<file path="config.mk">
export PLATFORM = sky130hd
export DESIGN_NAME = avalon_mem_bridge_flat
export DESIGN_NICKNAME = d
export VERILOG_FILES = /design/src/rtl/avalon_mem_bridge_if.sv /design/src/rtl/avalon_mem_bridge.sv /design/src/flat_wrapper.sv
export SDC_FILE = /design/constraint.sdc
export NUM_CORES = 1
export LEC_CHECK = 0
export ABC_AREA = 0
export CORE_MARGIN = 2
export CORE_UTILIZATION = 25
export DETAILED_ROUTE_END_ITERATION = 8
export GPL_ROUTABILITY_DRIVEN = 0
export PLACE_DENSITY = 0.47
export SETUP_SLACK_MARGIN = 0.15
export SKIP_CTS_REPAIR_TIMING = 1
export SLEW_MARGIN = 20
export SYNTH_ARGS = -nofsm -noshare
export SYNTH_HDL_FRONTEND = slang
export SYNTH_SLANG_ARGS = --single-unit
</file>
<file path="constraint.sdc">
create_clock -name clk -period 2.2 [get_ports clk]
set_clock_uncertainty 0.05 [all_clocks]
set_input_delay 0.44 -clock clk [delete_from_list [all_inputs] [get_ports clk]]
set_output_delay 0.44 -clock clk [all_outputs]
set_load 0.02 [all_outputs]
</file>
<file path="src/rtl/avalon_mem_bridge_if.sv">
// Signal bundle between the Harvard CPU ports, the bridge and the Avalon-MM bus.
// The slave modport is the bridge's view; the master modport is the view of the
// environment that issues CPU requests and answers Avalon cycles.
interface avalon_mem_bridge_if #(
  parameter int ADDR_W = 32
);
  // Instruction port
  logic              instr_req;
  logic [ADDR_W-1:0] instr_addr;
  logic              instr_ack;
  logic [31:0]       instr_rdata;
  logic              instr_err;
  // Data port
  logic              data_req;
  logic              data_we;
  logic [1:0]        data_size;
  logic              data_signed;
  logic [ADDR_W-1:0] data_addr;
  logic [31:0]       data_wdata;
  logic              data_ack;
  logic [31:0]       data_rdata;
  logic              data_err;
  logic              stall;
  // Avalon-MM master side
  logic [ADDR_W-1:0] av_address;
  logic              av_read;
  logic              av_write;
  logic [31:0]       av_writedata;
  logic [3:0]        av_byteenable;
  logic [31:0]       av_readdata;
  logic              av_waitrequest;

  modport slave (
    input  instr_req, instr_addr,
    output instr_ack, instr_rdata, instr_err,
    input  data_req, data_we, data_size, data_signed, data_addr, data_wdata,
    output data_ack, data_rdata, data_err, stall,
    output av_address, av_read, av_write, av_writedata, av_byteenable,
    input  av_readdata, av_waitrequest
  );

  modport master (
    output instr_req, instr_addr,
    input  instr_ack, instr_rdata, instr_err,
    output data_req, data_we, data_size, data_signed, data_addr, data_wdata,
    input  data_ack, data_rdata, data_err, stall,
    input  av_address, av_read, av_write, av_writedata, av_byteenable,
    output av_readdata, av_waitrequest
  );
endinterface

</file>
<file path="src/rtl/avalon_mem_bridge.sv">
// Bridge from the CPU instruction/data ports to one Avalon-MM master.
// Arbitrates the two ports, builds byte lanes for sub-word stores, aligns and
// extends sub-word loads, and turns misaligned accesses and bus timeouts into
// error acks. Optional single-entry fetch buffer: define AVB_IFETCH_BUFFER_EN.
module avalon_mem_bridge #(
  parameter int ADDR_W         = 32,
  parameter int DATA_PRIORITY  = 1,
  parameter int TIMEOUT_CYCLES = 255
) (
  input  logic                 clk,
  input  logic                 reset,
  avalon_mem_bridge_if.slave   bif
);

  localparam int CNT_W = (TIMEOUT_CYCLES > 0) ? $clog2(TIMEOUT_CYCLES + 1) : 1;
  localparam logic [CNT_W-1:0] CNT_MAX = CNT_W'(TIMEOUT_CYCLES);

  typedef enum logic [1:0] {S_IDLE, S_BUS, S_ACK} state_t;

  state_t            state_q;
  logic [ADDR_W-1:0] av_address_q;
  logic              av_read_q;
  logic              av_write_q;
  logic [31:0]       av_writedata_q;
  logic [3:0]        av_byteenable_q;
  logic              instr_ack_q, instr_err_q;
  logic [31:0]       instr_rdata_q;
  logic              data_ack_q, data_err_q;
  logic [31:0]       data_rdata_q;
  logic              sel_data_q;   // port served by the current transfer
  logic [1:0]        size_q;
  logic              sgn_q;
  logic [1:0]        off_q;
  logic [CNT_W-1:0]  cnt_q;

`ifdef AVB_IFETCH_BUFFER_EN
  logic              fb_valid_q;
  logic [ADDR_W-3:0] fb_addr_q;
  logic [31:0]       fb_data_q;
`endif

  // Request decode: arbitration, alignment legality and store lane generation
  logic        grant_data, grant_instr;
  logic [1:0]  d_off;
  logic        data_legal, instr_legal;
  logic [3:0]  st_be;
  logic [31:0] st_wd;

  always_comb begin
    grant_data  = bif.data_req && (!bif.instr_req || (DATA_PRIORITY != 0));
    grant_instr = bif.instr_req && !grant_data;
    d_off       = bif.data_addr[1:0];
    instr_legal = (bif.instr_addr[1:0] == 2'b00);
    case (bif.data_size)
      2'b00:   data_legal = (d_off == 2'b00);
      2'b01:   data_legal = !d_off[0];
      2'b10:   data_legal = 1'b1;
      default: data_legal = 1'b0;
    endcase
    st_be = 4'b1111;
    st_wd = bif.data_wdata;
    if (bif.data_size == 2'b01) begin
      // halfword copied into both halves; byteenable selects the live one
      st_be = d_off[1] ? 4'b1100 : 4'b0011;
      st_wd = {2{bif.data_wdata[15:0]}};
    end else if (bif.data_size == 2'b10) begin
      st_be = 4'b0001 << d_off;
      st_wd = {4{bif.data_wdata[7:0]}};
    end
  end

  // Move the addressed lane(s) down to bit 0 and extend to 32 bits
  function automatic logic [31:0] extend_load(input logic [31:0] rd, input logic [1:0] off,
                                              input logic [1:0] size, input logic sgn);
    logic [31:0] sh;
    sh = rd >> {off, 3'b000};
    case (size)
      2'b01:   return {{16{sgn & sh[15]}}, sh[15:0]};
      2'b10:   return {{24{sgn & sh[7]}}, sh[7:0]};
      default: return sh;
    endcase
  endfunction

  // Main FSM with registered bus strobes, acks and read data
  always_ff @(posedge clk or negedge reset) begin
    if (!reset) begin
      state_q         <= S_IDLE;
      av_address_q    <= '0;
      av_read_q       <= 1'b0;
      av_write_q      <= 1'b0;
      av_writedata_q  <= '0;
      av_byteenable_q <= 4'b1111;
      instr_ack_q     <= 1'b0;
      instr_err_q     <= 1'b0;
      instr_rdata_q   <= '0;
      data_ack_q      <= 1'b0;
      data_err_q      <= 1'b0;
      data_rdata_q    <= '0;
      sel_data_q      <= 1'b0;
      size_q          <= 2'b00;
      sgn_q           <= 1'b0;
      off_q           <= 2'b00;
      cnt_q           <= '0;
`ifdef AVB_IFETCH_BUFFER_EN
      fb_valid_q      <= 1'b0;
      fb_addr_q       <= '0;
      fb_data_q       <= '0;
`endif
    end else begin
      // acks and errors are single-cycle pulses
      instr_ack_q <= 1'b0;
      instr_err_q <= 1'b0;
      data_ack_q  <= 1'b0;
      data_err_q  <= 1'b0;
      case (state_q)
        S_IDLE: begin
          if (grant_data) begin
            sel_data_q <= 1'b1;
            size_q     <= bif.data_size;
            sgn_q      <= bif.data_signed;
            off_q      <= d_off;
            if (!data_legal) begin
              data_ack_q   <= 1'b1;
              data_err_q   <= 1'b1;
              data_rdata_q <= '0;
              state_q      <= S_ACK;
            end else begin
              av_address_q    <= {bif.data_addr[ADDR_W-1:2], 2'b00};
              av_read_q       <= !bif.data_we;
              av_write_q      <= bif.data_we;
              av_byteenable_q <= bif.data_we ? st_be : 4'b1111;
              av_writedata_q  <= st_wd;
              cnt_q           <= '0;
              state_q         <= S_BUS;
`ifdef AVB_IFETCH_BUFFER_EN
              // a store may overwrite the buffered instruction word
              if (bif.data_we && (fb_addr_q == bif.data_addr[ADDR_W-1:2]))
                fb_valid_q <= 1'b0;
`endif
            end
          end else if (grant_instr) begin
            sel_data_q <= 1'b0;
            if (!instr_legal) begin
              instr_ack_q   <= 1'b1;
              instr_err_q   <= 1'b1;
              instr_rdata_q <= '0;
              state_q       <= S_ACK;
`ifdef AVB_IFETCH_BUFFER_EN
            end else if (fb_valid_q && (fb_addr_q == bif.instr_addr[ADDR_W-1:2])) begin
              instr_ack_q   <= 1'b1;
              instr_rdata_q <= fb_data_q;
              state_q       <= S_ACK;
`endif
            end else begin
              av_address_q    <= {bif.instr_addr[ADDR_W-1:2], 2'b00};
              av_read_q       <= 1'b1;
              av_byteenable_q <= 4'b1111;
              cnt_q           <= '0;
              state_q         <= S_BUS;
            end
          end
        end
        S_BUS: begin
          if (!bif.av_waitrequest) begin
            av_read_q  <= 1'b0;
            av_write_q <= 1'b0;
            state_q    <= S_ACK;
            if (sel_data_q) begin
              data_ack_q   <= 1'b1;
              data_rdata_q <= extend_load(bif.av_readdata, off_q, size_q, sgn_q);
            end else begin
              instr_ack_q   <= 1'b1;
              instr_rdata_q <= bif.av_readdata;
`ifdef AVB_IFETCH_BUFFER_EN
              fb_valid_q    <= 1'b1;
              fb_addr_q     <= av_address_q[ADDR_W-1:2];
              fb_data_q     <= bif.av_readdata;
`endif
            end
          end else if ((TIMEOUT_CYCLES != 0) && (cnt_q == CNT_MAX - 1'b1)) begin
            // abort: this edge would bring the wait count to the limit
            cnt_q      <= CNT_MAX;
            av_read_q  <= 1'b0;
            av_write_q <= 1'b0;
            state_q    <= S_ACK;
            if (sel_data_q) begin
              data_ack_q   <= 1'b1;
              data_err_q   <= 1'b1;
              data_rdata_q <= '0;
            end else begin
              instr_ack_q   <= 1'b1;
              instr_err_q   <= 1'b1;
              instr_rdata_q <= '0;
            end
          end else if (cnt_q != CNT_MAX) begin
            cnt_q <= cnt_q + 1'b1;
          end
        end
        S_ACK: begin
          state_q <= S_IDLE;
        end
        default: begin
          state_q <= S_IDLE;
        end
      endcase
    end
  end

  assign bif.av_address    = av_address_q;
  assign bif.av_read       = av_read_q;
  assign bif.av_write      = av_write_q;
  assign bif.av_writedata  = av_writedata_q;
  assign bif.av_byteenable = av_byteenable_q;
  assign bif.instr_ack     = instr_ack_q;
  assign bif.instr_err     = instr_err_q;
  assign bif.instr_rdata   = instr_rdata_q;
  assign bif.data_ack      = data_ack_q;
  assign bif.data_err      = data_err_q;
  assign bif.data_rdata    = data_rdata_q;
  assign bif.stall         = (bif.instr_req & ~instr_ack_q) | (bif.data_req & ~data_ack_q);

endmodule

</file>
<file path="src/flat_wrapper.sv">
// flat-port wrapper written by rule: the top's interface ports become plain ports
module avalon_mem_bridge_flat 
#(
  parameter int ADDR_W         = 32,
  parameter int DATA_PRIORITY  = 1,
  parameter int TIMEOUT_CYCLES = 255
)
  (clk, reset, bif_instr_req, bif_instr_addr, bif_instr_ack, bif_instr_rdata, bif_instr_err, bif_data_req, bif_data_we, bif_data_size, bif_data_signed, bif_data_addr, bif_data_wdata, bif_data_ack, bif_data_rdata, bif_data_err, bif_stall, bif_av_address, bif_av_read, bif_av_write, bif_av_writedata, bif_av_byteenable, bif_av_readdata, bif_av_waitrequest);
  avalon_mem_bridge_if #(.ADDR_W(ADDR_W)) bif_i ();
  input  logic clk;
  input  logic reset;
  input wire logic [$bits(bif_i.instr_req)-1:0] bif_instr_req;
  input wire logic [$bits(bif_i.instr_addr)-1:0] bif_instr_addr;
  output wire logic [$bits(bif_i.instr_ack)-1:0] bif_instr_ack;
  output wire logic [$bits(bif_i.instr_rdata)-1:0] bif_instr_rdata;
  output wire logic [$bits(bif_i.instr_err)-1:0] bif_instr_err;
  input wire logic [$bits(bif_i.data_req)-1:0] bif_data_req;
  input wire logic [$bits(bif_i.data_we)-1:0] bif_data_we;
  input wire logic [$bits(bif_i.data_size)-1:0] bif_data_size;
  input wire logic [$bits(bif_i.data_signed)-1:0] bif_data_signed;
  input wire logic [$bits(bif_i.data_addr)-1:0] bif_data_addr;
  input wire logic [$bits(bif_i.data_wdata)-1:0] bif_data_wdata;
  output wire logic [$bits(bif_i.data_ack)-1:0] bif_data_ack;
  output wire logic [$bits(bif_i.data_rdata)-1:0] bif_data_rdata;
  output wire logic [$bits(bif_i.data_err)-1:0] bif_data_err;
  output wire logic [$bits(bif_i.stall)-1:0] bif_stall;
  output wire logic [$bits(bif_i.av_address)-1:0] bif_av_address;
  output wire logic [$bits(bif_i.av_read)-1:0] bif_av_read;
  output wire logic [$bits(bif_i.av_write)-1:0] bif_av_write;
  output wire logic [$bits(bif_i.av_writedata)-1:0] bif_av_writedata;
  output wire logic [$bits(bif_i.av_byteenable)-1:0] bif_av_byteenable;
  input wire logic [$bits(bif_i.av_readdata)-1:0] bif_av_readdata;
  input wire logic [$bits(bif_i.av_waitrequest)-1:0] bif_av_waitrequest;
  assign bif_i.instr_req = bif_instr_req;
  assign bif_i.instr_addr = bif_instr_addr;
  assign bif_instr_ack = bif_i.instr_ack;
  assign bif_instr_rdata = bif_i.instr_rdata;
  assign bif_instr_err = bif_i.instr_err;
  assign bif_i.data_req = bif_data_req;
  assign bif_i.data_we = bif_data_we;
  assign bif_i.data_size = bif_data_size;
  assign bif_i.data_signed = bif_data_signed;
  assign bif_i.data_addr = bif_data_addr;
  assign bif_i.data_wdata = bif_data_wdata;
  assign bif_data_ack = bif_i.data_ack;
  assign bif_data_rdata = bif_i.data_rdata;
  assign bif_data_err = bif_i.data_err;
  assign bif_stall = bif_i.stall;
  assign bif_av_address = bif_i.av_address;
  assign bif_av_read = bif_i.av_read;
  assign bif_av_write = bif_i.av_write;
  assign bif_av_writedata = bif_i.av_writedata;
  assign bif_av_byteenable = bif_i.av_byteenable;
  assign bif_i.av_readdata = bif_av_readdata;
  assign bif_i.av_waitrequest = bif_av_waitrequest;
  avalon_mem_bridge #(.ADDR_W(ADDR_W), .DATA_PRIORITY(DATA_PRIORITY), .TIMEOUT_CYCLES(TIMEOUT_CYCLES)) u_core (.clk(clk), .reset(reset), .bif(bif_i));
endmodule
</file>
# After elaboration in Yosys (flattened, before gate mapping)
# Cells that the tools add are included.
totals:
  word_cells: 147
  output_inout_bits: 139
  ff_bits: 154
op_classes:
  muxes: 75
  shifts: 2
  add_sub_neg: 1
  n_reduce_logical: 21
  n_eq_ne: 24
  bitwise_logic: 7
op_table:
  columns: ["operator", "n"]
  rows:
  - ["$mux W32", 19]
  - ["$pmux W32 S2", 3]
  - ["$mux W8", 7]
  - ["$mux W4", 8]
  - ["$shr A32 B5 Y32", 1]
  - ["$mux W1", 23]
  - ["$ne A3 B2 Y1 const B", 6]
  - ["$pmux W8 S2", 1]
  - ["$mux W2", 6]
  - ["$pmux W1 S2", 6]
  - ["$reduce_and A6 Y1", 2]
  - ["$ne A2 B2 Y1 const B", 5]
  - ["$add A8 B1 Y8 const B", 1]
  - ["$eq A8 B8 Y1 const B", 1]
  - ["$logic_not A2 Y1", 4]
  - ["$ne A8 B8 Y1 const B", 1]
  - ["$reduce_and A4 Y1", 2]
  - ["$reduce_and A7 Y1", 1]
  - ["$eq A2 B1 Y1 const B", 3]
  - ["$ne A2 B1 Y1 const B", 3]
  - ["$ne A3 B3 Y1 const B", 2]
  - ["$reduce_and A2 Y1", 3]
  - ["$reduce_bool A2 Y1", 3]
  - ["$reduce_and A5 Y1", 1]
  - ["other kinds (11)", 18]

# Logic depth before layout (Yosys ltp)
# Gate-level depths: netlist (run 1).
logic_depth:
  ltp_word: 6
  depth_mapped: 9
  mapped_depth_nobuf: 7

# Least setup slack after synthesis (run 1)
# No wires, ideal clock.
synth_timing:
  path_kind: "in2reg"
  startpoint: "in bif_data_size[0]"
  endpoint: "reg u_core.av_address_q[10], in the netlist u_core.bif.av_address[10]"
  n_path_buf: 3
  slack_ns: 0.155
  stages: 8
  setup_time_ns: 0.125
  t_arrival_ns: 1.871
  cell_sequence: "buf_2 nor2b_1 buf_4 a21oi_1 o32a_1 nor2_4 buf_4 mux2_2"
synth_via:
  elab_chain_len: 4
synth_lines:
  columns: ["element", "line", "text"]
  rows:
  - ["start, declared", "flat_wrapper.sv:19", "input wire logic [$bits(bif_i.data_size)-1:0] bif_data_size;"]
  - ["$eq A2 B2 Y1 (tied with other cells)", "avalon_mem_bridge.sv:54", "case (bif.data_size)"]
  - ["$pmux W1 S3 (*)", "avalon_mem_bridge.sv:54", null]
  - ["$ne A2 B1 Y1 (no line) (*)", null, null]
  - ["$reduce_and A4 Y1 (no line) (*)", null, null]
  - ["end signal, assigned", "avalon_mem_bridge.sv:128", "av_address_q <= {bif.data_addr[ADDR_W-1:2], 2'b00};"]
  - ["end signal, assigned", "avalon_mem_bridge.sv:155", "av_address_q <= {bif.instr_addr[ADDR_W-1:2], 2'b00};"]
  - ["end, declared", "avalon_mem_bridge.sv:21", "logic [ADDR_W-1:0] av_address_q;"]
# Every way passes the cells marked *; elsewhere a longest branch is shown, timed or not.
# A chain may end at the register's enable or synchronous reset.

# Worst setup path in the final report (run 1)
layout_timing:
  startpoint: "reg u_core.off_q[1]"
  endpoint: "reg u_core.data_rdata_q[12], in the netlist u_core.bif.data_rdata[12]"
layout_via:
  elab_chain_len: 6
layout_lines:
  columns: ["element", "line", "text"]
  rows:
  - ["start, declared", "avalon_mem_bridge.sv:33", "logic [1:0] off_q;"]
  - ["start signal, assigned", "avalon_mem_bridge.sv:121", "off_q <= d_off;"]
  - ["$shr A32 B5 Y32 (*)", "avalon_mem_bridge.sv:76", "sh = rd >> {off, 3'b000};"]
  - ["$and A1 B1 Y1", "avalon_mem_bridge.sv:79", "2'b10: return {{24{sgn & sh[7]}}, sh[7:0]};"]
  - ["$pmux W32 S2 (*)", "avalon_mem_bridge.sv:77", "case (size)"]
  - ["$mux W32 (*)", "avalon_mem_bridge.sv:168", "if (sel_data_q) begin"]
  - ["$mux W32 (*)", "avalon_mem_bridge.sv:164", "if (!bif.av_waitrequest) begin"]
  - ["$pmux W32 S2 (*)", "avalon_mem_bridge.sv:115", "case (state_q)"]
  - ["end signal, assigned", "avalon_mem_bridge.sv:170", "data_rdata_q <= extend_load(bif.av_readdata, off_q, size_q, sgn_q);"]
  - ["end, declared", "avalon_mem_bridge.sv:29", "logic [31:0] data_rdata_q;"]
# Every way passes the cells marked *; elsewhere a longest branch is shown, timed or not. The select of a mux whose other input is x is not followed.

==> out/results.ini, run 1 <==
[outcome]
status = complete, no violations

[routing]
first_pass_iters = 6
vias = 6604
postRouteAntennaNets = 0
viasPerCell = 4.54
drtIter0Drc = 247
drc = 0
drt-wirelength-per-cell_um = 18.3
wl_um = 26600

[timing]
finalMaxSlewViolations = 0
setup_violations = 0
fmaxAchievable_ghz = 0.507
period_minus_slack_ns = 1.97
min_period_over_period_pct = 89.6
hold_viol = 0
fin_setup_tns_ns = 0
rsz0062_at_grt = yes
relSlewSlack_pct = 61.3
worst_pin_slew_ns = 0.578

[yosys]
ys_types = 47
synth_top_area_share_pct = 49.3
synth_top_cell_by_area = dfrtp_1
ys_seq_area_share_pct = 50.8
synth-seq-cells = 152
synthCells = 737
yosys-top-cells-area = dfrtp_1, mux2_2, nand2_1
synth_area_um2 = 7500
async_flop_share_pct = 100
yosys_warnings = 0
synth_ff_type = dfrtp_1
synth-edff-count = 0
avgSynthCellArea_um2 = 10.2

[floorplan]
die_area_um2 = 31400
die-height_um = 177
die_w_um = 177
io-pin-count = 276
start_util_pct = 25.3
fp.coreArea_um2 = 29600
rows = 63

[layout]
postLayoutCellArea_um2 = 11800
fillers = 3002
area.growth.synth_to_final_pct = 57.8
nets = 1191
layout_common_cells = clkdlybuf4s50_1, nand2_1, dfrtp_1
drive_gt1_share_pct = 19.4
final_util_pct = 39.9
final_cells = 1455
final_common_cell = clkdlybuf4s50_1

[cts]
clock_sinks = 152
cts_made_buffers = 17
clock_path_buffers = 2
h-tree-depth = 4
clk_pin_slew_worst_paths_ns = 0.07
root_buffer = clkbuf_16
worstSkewPairLatency_ns = 0.42
cts_tree = done

[power]
p_per_area_nw_per_um2 = 1260
p_total_w = 0.0149
p_leak_nw = 5.01
irDropWorstVdd_uv = 531

[setup_path]
critPathKind = register to register
arrival_ns = 2.23
r2r_slack_ns = 0.23
endpoint_kind = register
critPathMaxFanout = 30
cp-start-kind = register
cp.required_ns = 2.46

[global_route]
grt_first_pass_wirelength_um = 39300
antenna_found_initial = 4
grt_pass1_vias = 6554
grt_max_degree = 66
track_usage_pct = 16.5
grt_overflow = 0

[place]
io_buffers = 273
post-place-cells = 1412
placed_cell_area_um2 = 11000
hpwl_um = 19700

[flow_run]
drv_cap = 0

[worst_hold_path]
holdCritPathClass = register to register

flip-flops by register name (all words and copies together), names as in the netlist, 2 cells and up:
signal / flops
u_core.bif.av_address: 30
u_core.bif.av_writedata: 32
u_core.cnt_q: 8
u_core.bif.av_byteenable: 4
u_core.size_q: 2
u_core.off_q: 2
u_core.state_q: 2
u_core.bif.instr_rdata: 32
u_core.bif.data_rdata: 32
kinds of logic after synthesis:
kind of cell / share of synthesized area (%)
AOI/OAI and AO/OA: 14.7
other: 0.0500
adders and majority gates: 0.667
and+or+nand+nor: 12.7
xor gates and xnor gates: 0.217
DFF: 50.8
muxes: 16.7
buffers and inverters: 4.25
path summary, 6_finish.rpt:
| check | startpoint | endpoint | cells past startpoint |
|---|---|---|---|
| min in group asynchronous | reset | u_core.sgn_q$_DFFE_PN0N_ | 2 |
| worst max register to register | u_core.off_q[1]$_DFFE_PN0N_ | u_core.bif.data_rdata[12]$_DFFE_PN0P_ | 6 |
| worst max-delay path | u_core.off_q[1]$_DFFE_PN0N_ | u_core.bif.data_rdata[12]$_DFFE_PN0P_ | 6 |
| worst min-delay path | u_core.bif.instr_rdata[0]$_DFFE_PN0P_ | u_core.bif.instr_rdata[0]$_DFFE_PN0P_ | 2 |
| max in group asynchronous | reset | u_core.bif.av_byteenable[3]$_DFFE_PN1P_ | 3 |
| worst min register to register | u_core.bif.instr_rdata[0]$_DFFE_PN0P_ | u_core.bif.instr_rdata[0]$_DFFE_PN0P_ | 2 |
cells in the mapped netlist, drive strengths merged, types with 2 or more instances:
cell and instances:
a211o 8, a21oi 19, a22o 24, a32o 8, buf 35, clkbuf 16
dfrtp 148, dfstp 4, ha 4, inv 13, mux2 74, mux2i 42
nand2 165, nand2b 5, nand3 5, nand4 2, nor2 31, nor2b 9
nor3 2, nor4 2, o21ai 94, o21bai 2, o22ai 3, o31ai 4
or2 4
where the power goes:
part           switching [W]  leakage (nW)  internal (W)
logic                0.00384          2.77       0.00352
registers           0.000684          1.96       0.00390
clock network        0.00128         0.276       0.00171
total                0.00581          5.01       0.00913
per-stage QoR:
step	hold slack [ns]	setup WS, ns
2_1_floorplan	0.0944	0.155
3_3_place_gp	0.352	-0.413
3_5_place_dp	0.351	-0.455
4_1_cts	-0.108	-0.0435
5_1_grt	0.448	0.152
6_report	0.428	0.228
worst max-delay path: stages (launching register included):
cell and delay, ns:
dfrtp_2 0.48, buf_6 0.31, mux2i_1 0.39, nor2_1 0.08
a21oi_1 0.18, o21ai_0 0.15, a22o_1 0.23
metal layers:
layer	vias to the layer above	part of all wire (%)	global-route usage (%)	wire length, um
met5	-	0.086	0	23
met4	4	0.92	3.72	244
met3	20	9.7	6.96	2580
met2	241	45	26.0	12000
met1	3146	44	21.1	11800
li1	3193	-	-	-
layout make-up:
cell class | count | area [um2] | share of cell area, %
repair buffers | 343 | 3400 | 28.7
clock inverters | 13 | 144 | 1.22
flip-flops and latches | 152 | 3810 | 32.2
clock buffers | 19 | 443 | 3.74
well taps | 390 | 488 | 4.12
diodes | 2 | 5.00 | 0.0423
inverters | 13 | 48.8 | 0.412
multi-input cells | 523 | 3500 | 29.6
Note: power is estimated with default switching activity, not from simulation.
==> inputs of run 2 (changes only) <==
CTS_CLUSTER_SIZE = 14   (was not set)
==> results of run 2 <==
Same layout as run 1: the final DEF is identical, and so are final timing and power.
==> inputs of run 3 (changes only) <==
ABC_CLOCK_PERIOD_IN_PS = 2200   (was not set)
==> results of run 3 <==
Same layout as run 1: the final DEF is identical, and so are final timing and power.
